## src/rtl/rsa_host_pkg.sv

```systemverilog
// Shared state encoding and default sizing for the RSA host run controller.
// Pure declarations: no latency, no backpressure.
package rsa_host_pkg;

    localparam int DEF_DATA_W      = 32;
    localparam int DEF_ADDR_W      = 10;
    localparam int DEF_NUM_WORDS   = 8;
    localparam int DEF_RESULT_BASE = 0;
    localparam int DEF_TIMEOUT_CYC = 100000;

    typedef enum logic [2:0] {
        IDLE,
        START,
        RUN,
        READ,
        WAIT,
        PUSH,
        DONE
`ifdef RSA_RUN_HOST_CHECKSUM_EN
        , CKSUM
`endif
    } state_t;

endpackage

```

## src/rtl/rsa_timeout_cnt.sv

```systemverilog
// Loadable down-counter; expire flags the last enabled cycle (count at zero).
// Single-cycle update, no backpressure; load has priority over decrement.
module rsa_timeout_cnt #(
    parameter int W = 17
) (
    input  logic         clk,
    input  logic         reset,
    input  logic         load,
    input  logic [W-1:0] load_val,
    input  logic         en,
    output logic         expire
);

    logic [W-1:0] cnt;

    always_ff @(posedge clk or negedge reset) begin
        if (!reset) begin
            cnt <= '0;
        end else if (load) begin
            cnt <= load_val;
        end else if (en && (cnt != '0)) begin
            cnt <= cnt - 1'b1;
        end
    end

    assign expire = en && (cnt == '0);

endmodule

```

## src/rtl/rsa_run_host.sv

```systemverilog
// Host run controller: start pulse, EndFlag wait with timeout, NUM_WORDS reads streamed out; RSA_RUN_HOST_CHECKSUM_EN adds an XOR checksum beat.
// EndFlag sample to first out_valid is 3 cycles, 1 word per 3 cycles; out_ready low stalls in PUSH forever with data held.
module rsa_run_host
    import rsa_host_pkg::*;
#(
    parameter int DATA_W      = DEF_DATA_W,
    parameter int ADDR_W      = DEF_ADDR_W,
    parameter int NUM_WORDS   = DEF_NUM_WORDS,
    parameter int RESULT_BASE = DEF_RESULT_BASE,
    parameter int TIMEOUT_CYC = DEF_TIMEOUT_CYC
) (
    input  logic              clk,
    input  logic              reset,
    input  logic              run_req,
    output logic              busy,
    output logic              start,
    input  logic              EndFlag,
    input  logic              FlagZero,
    output logic              rd_en,
    output logic [ADDR_W-1:0] rd_addr,
    input  logic [DATA_W-1:0] ReadDataOut,
    output logic              out_valid,
    input  logic              out_ready,
    output logic [DATA_W-1:0] out_data,
    output logic              out_last,
    output logic              done,
    output logic              timeout_err,
    output logic              zero_flag
);

    localparam int CNT_W = (TIMEOUT_CYC > 2) ? $clog2(TIMEOUT_CYC) : 1;
    localparam logic [ADDR_W-1:0] BASE     = ADDR_W'(RESULT_BASE);
    localparam logic [ADDR_W-1:0] LAST_IDX = ADDR_W'(NUM_WORDS - 1);
    // Loading TIMEOUT_CYC-2 makes timeout_err appear TIMEOUT_CYC cycles after the start pulse.
    localparam logic [CNT_W-1:0]  TMO_LOAD = CNT_W'(TIMEOUT_CYC - 2);

    state_t            state;
    logic [ADDR_W-1:0] idx;
    logic              is_last;
    logic              tmo_expire;
`ifdef RSA_RUN_HOST_CHECKSUM_EN
    logic [DATA_W-1:0] acc;
`endif

    assign is_last = (idx == LAST_IDX);

    rsa_timeout_cnt #(.W(CNT_W)) u_tmo (
        .clk      (clk),
        .reset    (reset),
        .load     (state == START),
        .load_val (TMO_LOAD),
        .en       ((state == RUN) && !EndFlag),
        .expire   (tmo_expire)
    );

    always_ff @(posedge clk or negedge reset) begin
        if (!reset) begin
            state       <= IDLE;
            idx         <= '0;
            busy        <= 1'b0;
            start       <= 1'b0;
            rd_en       <= 1'b0;
            rd_addr     <= '0;
            out_valid   <= 1'b0;
            out_data    <= '0;
            out_last    <= 1'b0;
            done        <= 1'b0;
            timeout_err <= 1'b0;
            zero_flag   <= 1'b0;
`ifdef RSA_RUN_HOST_CHECKSUM_EN
            acc         <= '0;
`endif
        end else begin
            start <= 1'b0;
            rd_en <= 1'b0;
            done  <= 1'b0;
            case (state)
                IDLE: begin
                    if (run_req) begin
                        state       <= START;
                        start       <= 1'b1;
                        busy        <= 1'b1;
                        timeout_err <= 1'b0;
                        zero_flag   <= 1'b0;
                    end
                end
                START: begin
                    // EndFlag is not looked at here: it may still be high from the previous run.
                    state <= RUN;
`ifdef RSA_RUN_HOST_CHECKSUM_EN
                    acc   <= '0;
`endif
                end
                RUN: begin
                    if (EndFlag) begin
                        zero_flag <= FlagZero;
                        idx       <= '0;
                        rd_en     <= 1'b1;
                        rd_addr   <= BASE;
                        state     <= READ;
                    end else if (tmo_expire) begin
                        timeout_err <= 1'b1;
                        busy        <= 1'b0;
                        state       <= IDLE;
                    end
                end
                READ: begin
                    state <= WAIT;
                end
                WAIT: begin
                    out_data  <= ReadDataOut;
                    out_valid <= 1'b1;
`ifdef RSA_RUN_HOST_CHECKSUM_EN
                    out_last  <= 1'b0;
`else
                    out_last  <= is_last;
`endif
                    state     <= PUSH;
                end
                PUSH: begin
                    if (out_ready) begin
                        out_valid <= 1'b0;
                        out_last  <= 1'b0;
`ifdef RSA_RUN_HOST_CHECKSUM_EN
                        acc <= acc ^ out_data;
`endif
                        if (is_last) begin
`ifdef RSA_RUN_HOST_CHECKSUM_EN
                            out_valid <= 1'b1;
                            out_data  <= acc ^ out_data;
                            out_last  <= 1'b1;
                            state     <= CKSUM;
`else
                            done      <= 1'b1;
                            state     <= DONE;
`endif
                        end else begin
                            idx     <= idx + 1'b1;
                            rd_en   <= 1'b1;
                            rd_addr <= BASE + idx + 1'b1;
                            state   <= READ;
                        end
                    end
                end
`ifdef RSA_RUN_HOST_CHECKSUM_EN
                CKSUM: begin
                    if (out_ready) begin
                        out_valid <= 1'b0;
                        out_last  <= 1'b0;
                        done      <= 1'b1;
                        state     <= DONE;
                    end
                end
`endif
                DONE: begin
                    busy  <= 1'b0;
                    state <= IDLE;
                end
                default: begin
                    busy  <= 1'b0;
                    state <= IDLE;
                end
            endcase
        end
    end

endmodule

```

## config.mk

```make
export PLATFORM = sky130hd
export DESIGN_NAME = rsa_run_host
export DESIGN_NICKNAME = d
export VERILOG_FILES = /design/src/rtl/rsa_host_pkg.sv /design/src/rtl/rsa_timeout_cnt.sv /design/src/rtl/rsa_run_host.sv
export SDC_FILE = /design/constraint.sdc
export NUM_CORES = 1
export LEC_CHECK = 0
export BUFFER_PORTS_ARGS = -buffer_cell sky130_fd_sc_hd__buf_2
export CAP_MARGIN = 0
export CORE_MARGIN = 3
export CORE_UTILIZATION = 35
export CTS_BUF_LIST = sky130_fd_sc_hd__clkbuf_16
export DETAILED_ROUTE_END_ITERATION = 10
export PLACE_DENSITY = 0.61
export RECOVER_POWER = 100
export SLEW_MARGIN = 20
export SYNTH_ARGS = -nofsm -noshare
export SYNTH_HDL_FRONTEND = slang
export SYNTH_SLANG_ARGS = --single-unit
```

## constraint.sdc

```tcl
create_clock -name clk -period 5.5 [get_ports clk]
set_input_delay 0.275 -clock clk [delete_from_list [all_inputs] [get_ports clk]]
set_output_delay 0.275 -clock clk [all_outputs]
set_load 0.005 [all_outputs]
```

# After elaboration in Yosys (flattened, before gate mapping)
# Index checks and enable logic that the tools add are counted.
# totals
register_bits	70
input_bits	38
output_inout_bits	50
word_cells	80
# op_classes
n_addsub	2
mux	34
reduce_logical	18
bitwise_logic	1
n_eq_ne	13
# op_table
cell	count
$mux W17	2
$mux W10	3
$pmux W10 S2	1
$pmux W3 S6	1
$logic_not A17 Y1	1
$reduce_bool A17 Y1	1
$sub A17 B1 Y17 const B	1
$mux W1	16
$mux W3	5
$ne A2 B2 Y1 const B	6
$reduce_and A4 Y1	3
$add A10 B1 Y10 const B	1
$eq A10 B3 Y1 const B	1
$pmux W1 S2	5
$reduce_bool A2 Y1	4
$eq A3 B2 Y1 const B	2
$eq A3 B3 Y1 const B	2
$reduce_and A3 Y1	2
$reduce_or A4 Y1	1
$eq A3 B1 Y1 const B	1
$logic_and A1 B1 Y1	3
$logic_not A3 Y1	1
$ne A3 B3 Y1 const B	1
$pmux W1 S3	1
3 further kinds	3

# Logic depth before layout (Yosys ltp)
# depth
ltp_word	6
ltp_mapped	7
ltp_nobuf	7

# By module
# Synthesis repeated with hierarchy kept, for this count alone.
# hier_totals
hier_cells	312
area_unflattened_um2	3378.2
# modules_own_cells
mod	cells_per_inst	area_each_um2	seq_area_each_um2	instances
rsa_run_host	179	2213.4	1326.3	1
rsa_timeout_cnt	133	1164.9	425.4	1

# Worst setup path before layout
# No wires, ideal clock.
# synth_timing
path_kind	register to register
from	register u_tmo.cnt[0]
to	register u_tmo.cnt[6]
setup_ps	110
path_slack_ps	3589
synth_period_minus_slack_ps	1911
arrival_ps	1800
path_buffers	0
required_ps	5390
stages_incl_launch_ff	8
path_cell_list	dfrtp_1 -> inv_1 -> ha_1 -> nor4b_1 -> nand4_1 -> o21ai_1 -> o311ai_0 -> o41ai_1
# synth_between
elab_chain_len	3
word_cells_on_any_way	6
classes_between	add/sub: 1; mux: 2; reduce/logical: 3
# synth_rtl
item	line	rtl
from (decl)	rsa_timeout_cnt.sv:14	logic [W-1:0] cnt;
from (signal assigned)	rsa_timeout_cnt.sv:20	cnt <= load_val;
from (signal assigned)	rsa_timeout_cnt.sv:22	cnt <= cnt - 1'b1;
$sub A17 B1 Y17 or $reduce_bool A17 Y1 (tied branches)	rsa_timeout_cnt.sv:22, rsa_timeout_cnt.sv:21	
$mux W17 or $logic_and A1 B1 Y1 (tied branches)	rsa_timeout_cnt.sv:21	end else if (en && (cnt != '0)) begin
$mux W17 or $reduce_bool A2 Y1 (tied branches)	n/a	
# Several ways; a longest one is shown, not always the timed one. The select of a mux whose other input is x is not followed.
# A chain may end at the register's enable or synchronous reset.

# Final worst setup path
# layout_timing
from	register state[1]
to	register out_data[18]
# layout_between
elab_chain_len	1
# layout_rtl
item	line	rtl
from (decl)	rsa_run_host.sv:37	state_t state;
from (signal assigned)	rsa_run_host.sv:58	state <= IDLE;
from (signal assigned)	rsa_run_host.sv:80	state <= START;
from (signal assigned)	rsa_run_host.sv:89	state <= RUN;
$eq A3 B3 Y1	rsa_run_host.sv:77	case (state)
to (signal assigned)	rsa_run_host.sv:111	out_data <= ReadDataOut;
to (decl)	rsa_run_host.sv:24	output logic [DATA_W-1:0] out_data,
# Every way passes these cells.

==> reports/results.ini <==
[finish]
multiInputGateArea_um2 = 1255
layout_commonest_cell = dfrtp_1
post-route-util_pct = 46.81
fin_area_um2 = 3924
fill_cells = 796
antenna_cells = 0
drive_gt1_share_pct = 34.94
layout.area.seq_um2 = 1752
layout_common_cells = dfrtp_1, buf_2, mux2_2, nor2_1
area_growth_pct = 26.86
nets = 388

[placed_design]
place_area_um2 = 3628
io_buffers = 87
gp_congestion = 0.7465
post-place-ws_ns = 3.292
dp_hpwl_mm = 4.362

[synthesis]
synth_compound_area_share_pct = 8.981
synth_cell_types = 48
synth_edf_count = 0
ys_ff_latch = 70
yosys_most_used_dff = dfrtp_1
synth_top_area_cell = dfrtp_1
synth_xor_area_share_pct = 2.832
async_reset_ff_share_pct = 100.0
synth_seq_area_share_pct = 56.63
synthCells = 257
syn-cell-area_um2 = 3093
synth_fp_nets = 298
synth-simple-area-share_pct = 15.29
synth_mux_area_share_pct = 12.94
avgSynthCellArea_um2 = 12.03
synth_fa_ha_area_share_pct = 1.214
synth.area.top_cells = dfrtp_1, mux2_2, xor2_1
synth_top_area_share_pct = 56.63
synth_warnings = 0
synth_top_family_by_area = simple AND/OR/NAND/NOR gates

[floorplan]
initial_utilization_pct = 36.90
die_x_um = 100.0
core_area_um2 = 8382
die_area_um2 = 10000
die_height_um = 100.0
io_pins = 88
rows = 33

[setup_path]
critPathArrivalTime_ns = 3.49
path_class = flip-flop to flip-flop
endpoint_kind = flip-flop
cp_cell_sequence = inv_1 > nand2_1 > nor2_1 > mux2_2
slowest_stage = nor2_1
worst_setup_path_start_kind = flip-flop
worst_ep_required_time_ns = 5.70
cpLargestDelayFamily = simple AND/OR/NAND/NOR gates
critPathMaxFanout = 34
cp_slowest_stage_delay_ns = 1.87
critPathBufInv = 1

[clocking]
clock-sinks = 70
cts-htree-levels = 3
cts-resized-gates = 0
postCtsSetupRepairBufs = 0
cts_buffers = 9
clockBufferDepth = 2
clk_latency_ns = 0.32
cts_root_buf = clkbuf_16
clkTransAtPathRegs_ns = 0.05
hold_buffers = 0
cts_tree = done

[route]
vias = 2275
drt_wl_total_mm = 6.315
drtPass1Iterations = 4
drtAntennaViolNets = 0
drtIter0Drc = 58
via_per_inst = 4.978
drc = 0
wl_per_cell_um = 13.82

[timing]
fin_crit_ns = 3.290
clock_skew_ns = 0.007134
fin_ws_ns = 2.210
holdWs_ns = 0.1526
fin_setup_tns_ns = 0
slew_viol_final = 35
period_share_pct = 59.83
fmaxAchievable_ghz = 0.3039
setup_viol = 0
worstMarginPinSlew_ns = 2.545
hold_violations = 0
grt_setup_unrepaired = false
relSlewSlack_pct = -70.29

[grt]
antenna_found_initial = 0
grt_pass1_wl_mm = 10.14
grtUsageTotal_pct = 12.78
grt.overflow.total = 0
grt_max_degree = 71
grt_pass1_vias = 2167

[flow_run]
max_cap_violations = 1

[status]
outcome = finished, violations left
violations = capacitance limit, slew limit

[power]
peakVddDrop_v = 0.0001865
p_leak_uw = 0.001757
p_per_area_nw_per_um2 = 495.4

[worst_hold_path]
hp-class = input port to asynchronous set/reset pin

## kinds of logic after synthesis
kind of cell,Yosys count
mux,36
xor+xnor,10
flops,70
simple gates,84
buf+inv,14
compound gates,40
fa+ha+maj,3
## stage by stage
step	instances	total power (uW)
after floorplan	257	1096
after global placement	441	1305
after detailed placement	441	1319
after CTS	457	1989
after global routing	457	2073
final	457	1944
## cell usage after synthesis, types with 2 or more instances
library cell	count
xor2_1	10
and3_1	4
clkbuf_1	4
a31o_2	2
inv_1	5
ha_1	3
nand4_1	5
nor2_1	19
o211ai_1	5
o311ai_0	2
nand3_1	11
nor3_1	5
buf_2	4
a21oi_1	6
or4_1	2
nor4_1	5
o41ai_1	3
and4_1	2
a31oi_1	3
mux2i_1	4
mux2_2	32
nand2_1	17
o31ai_1	4
o21ai_0	7
dfrtp_1	70
## cell type report
| cell class | count | share of cell area, % |
|---|---|---|
| multi-input cells | 173 | 31.98 |
| clock inverters | 7 | 3.093 |
| repair buffers | 88 | 10.71 |
| clock buffers | 9 | 5.740 |
| flip-flops and latches | 70 | 44.64 |
| inverters | 5 | 0.4783 |
| well taps | 105 | 3.348 |
## worst reg2reg max path: cells and delay by family (launching register included)
family,cells,cell delay [ns]
buffers and inverters,1,0.24
flip-flops,1,0.48
multiplexers,1,0.49
AND/OR/NAND/NOR,2,1.97
## worst paths after layout
check / start / slack (ns) / to / depth (start not counted)
worst max-delay path: state[1]$_DFFE_PN0P_ / 2.21 / out_data[18]$_DFFE_PN0P_ / 4
worst min-delay path: reset / 0.15 / u_tmo.cnt[2]$_DFFE_PN0P_ / 2
worst max register to register: state[1]$_DFFE_PN0P_ / 2.21 / out_data[18]$_DFFE_PN0P_ / 4
worst min register to register: out_valid$_DFFE_PN0P_ / 0.48 / out_valid$_DFFE_PN0P_ / 1
max in group asynchronous: reset / 4.79 / out_data[20]$_DFFE_PN0P_ / 2
min in group clk: ReadDataOut[5] / 0.18 / out_data[5]$_DFFE_PN0P_ / 2
## per-layer routing
layer	part of all wire [%]	track usage, %	wire length [um]	up-vias
li1	-	-	-	1132
met1	48	17.00	3054	1063
met2	42	18.57	2667	70
met3	7.6	4.239	480	10
met4	1.8	6.632	111	0
met5	0	0	0	-
## state kept, by name (all words and copies together) (netlist names)
signal       cells
out_valid        1
done             1
out_last         1
rd_en            1
zero_flag        1
state            3
busy             1
start            1
timeout_err      1
idx             10
out_data        32
u_tmo.cnt       17
## power by group
group          total [uW]  switching [uW]  leakage (uW)  internal [uW]
Sequential            783             107      0.000852            676
Combinational         501             235      0.000735            266
Clock                 660             216      0.000170            445
Total                1940             557       0.00176           1390
Note: power is estimated with default switching activity, not from simulation.
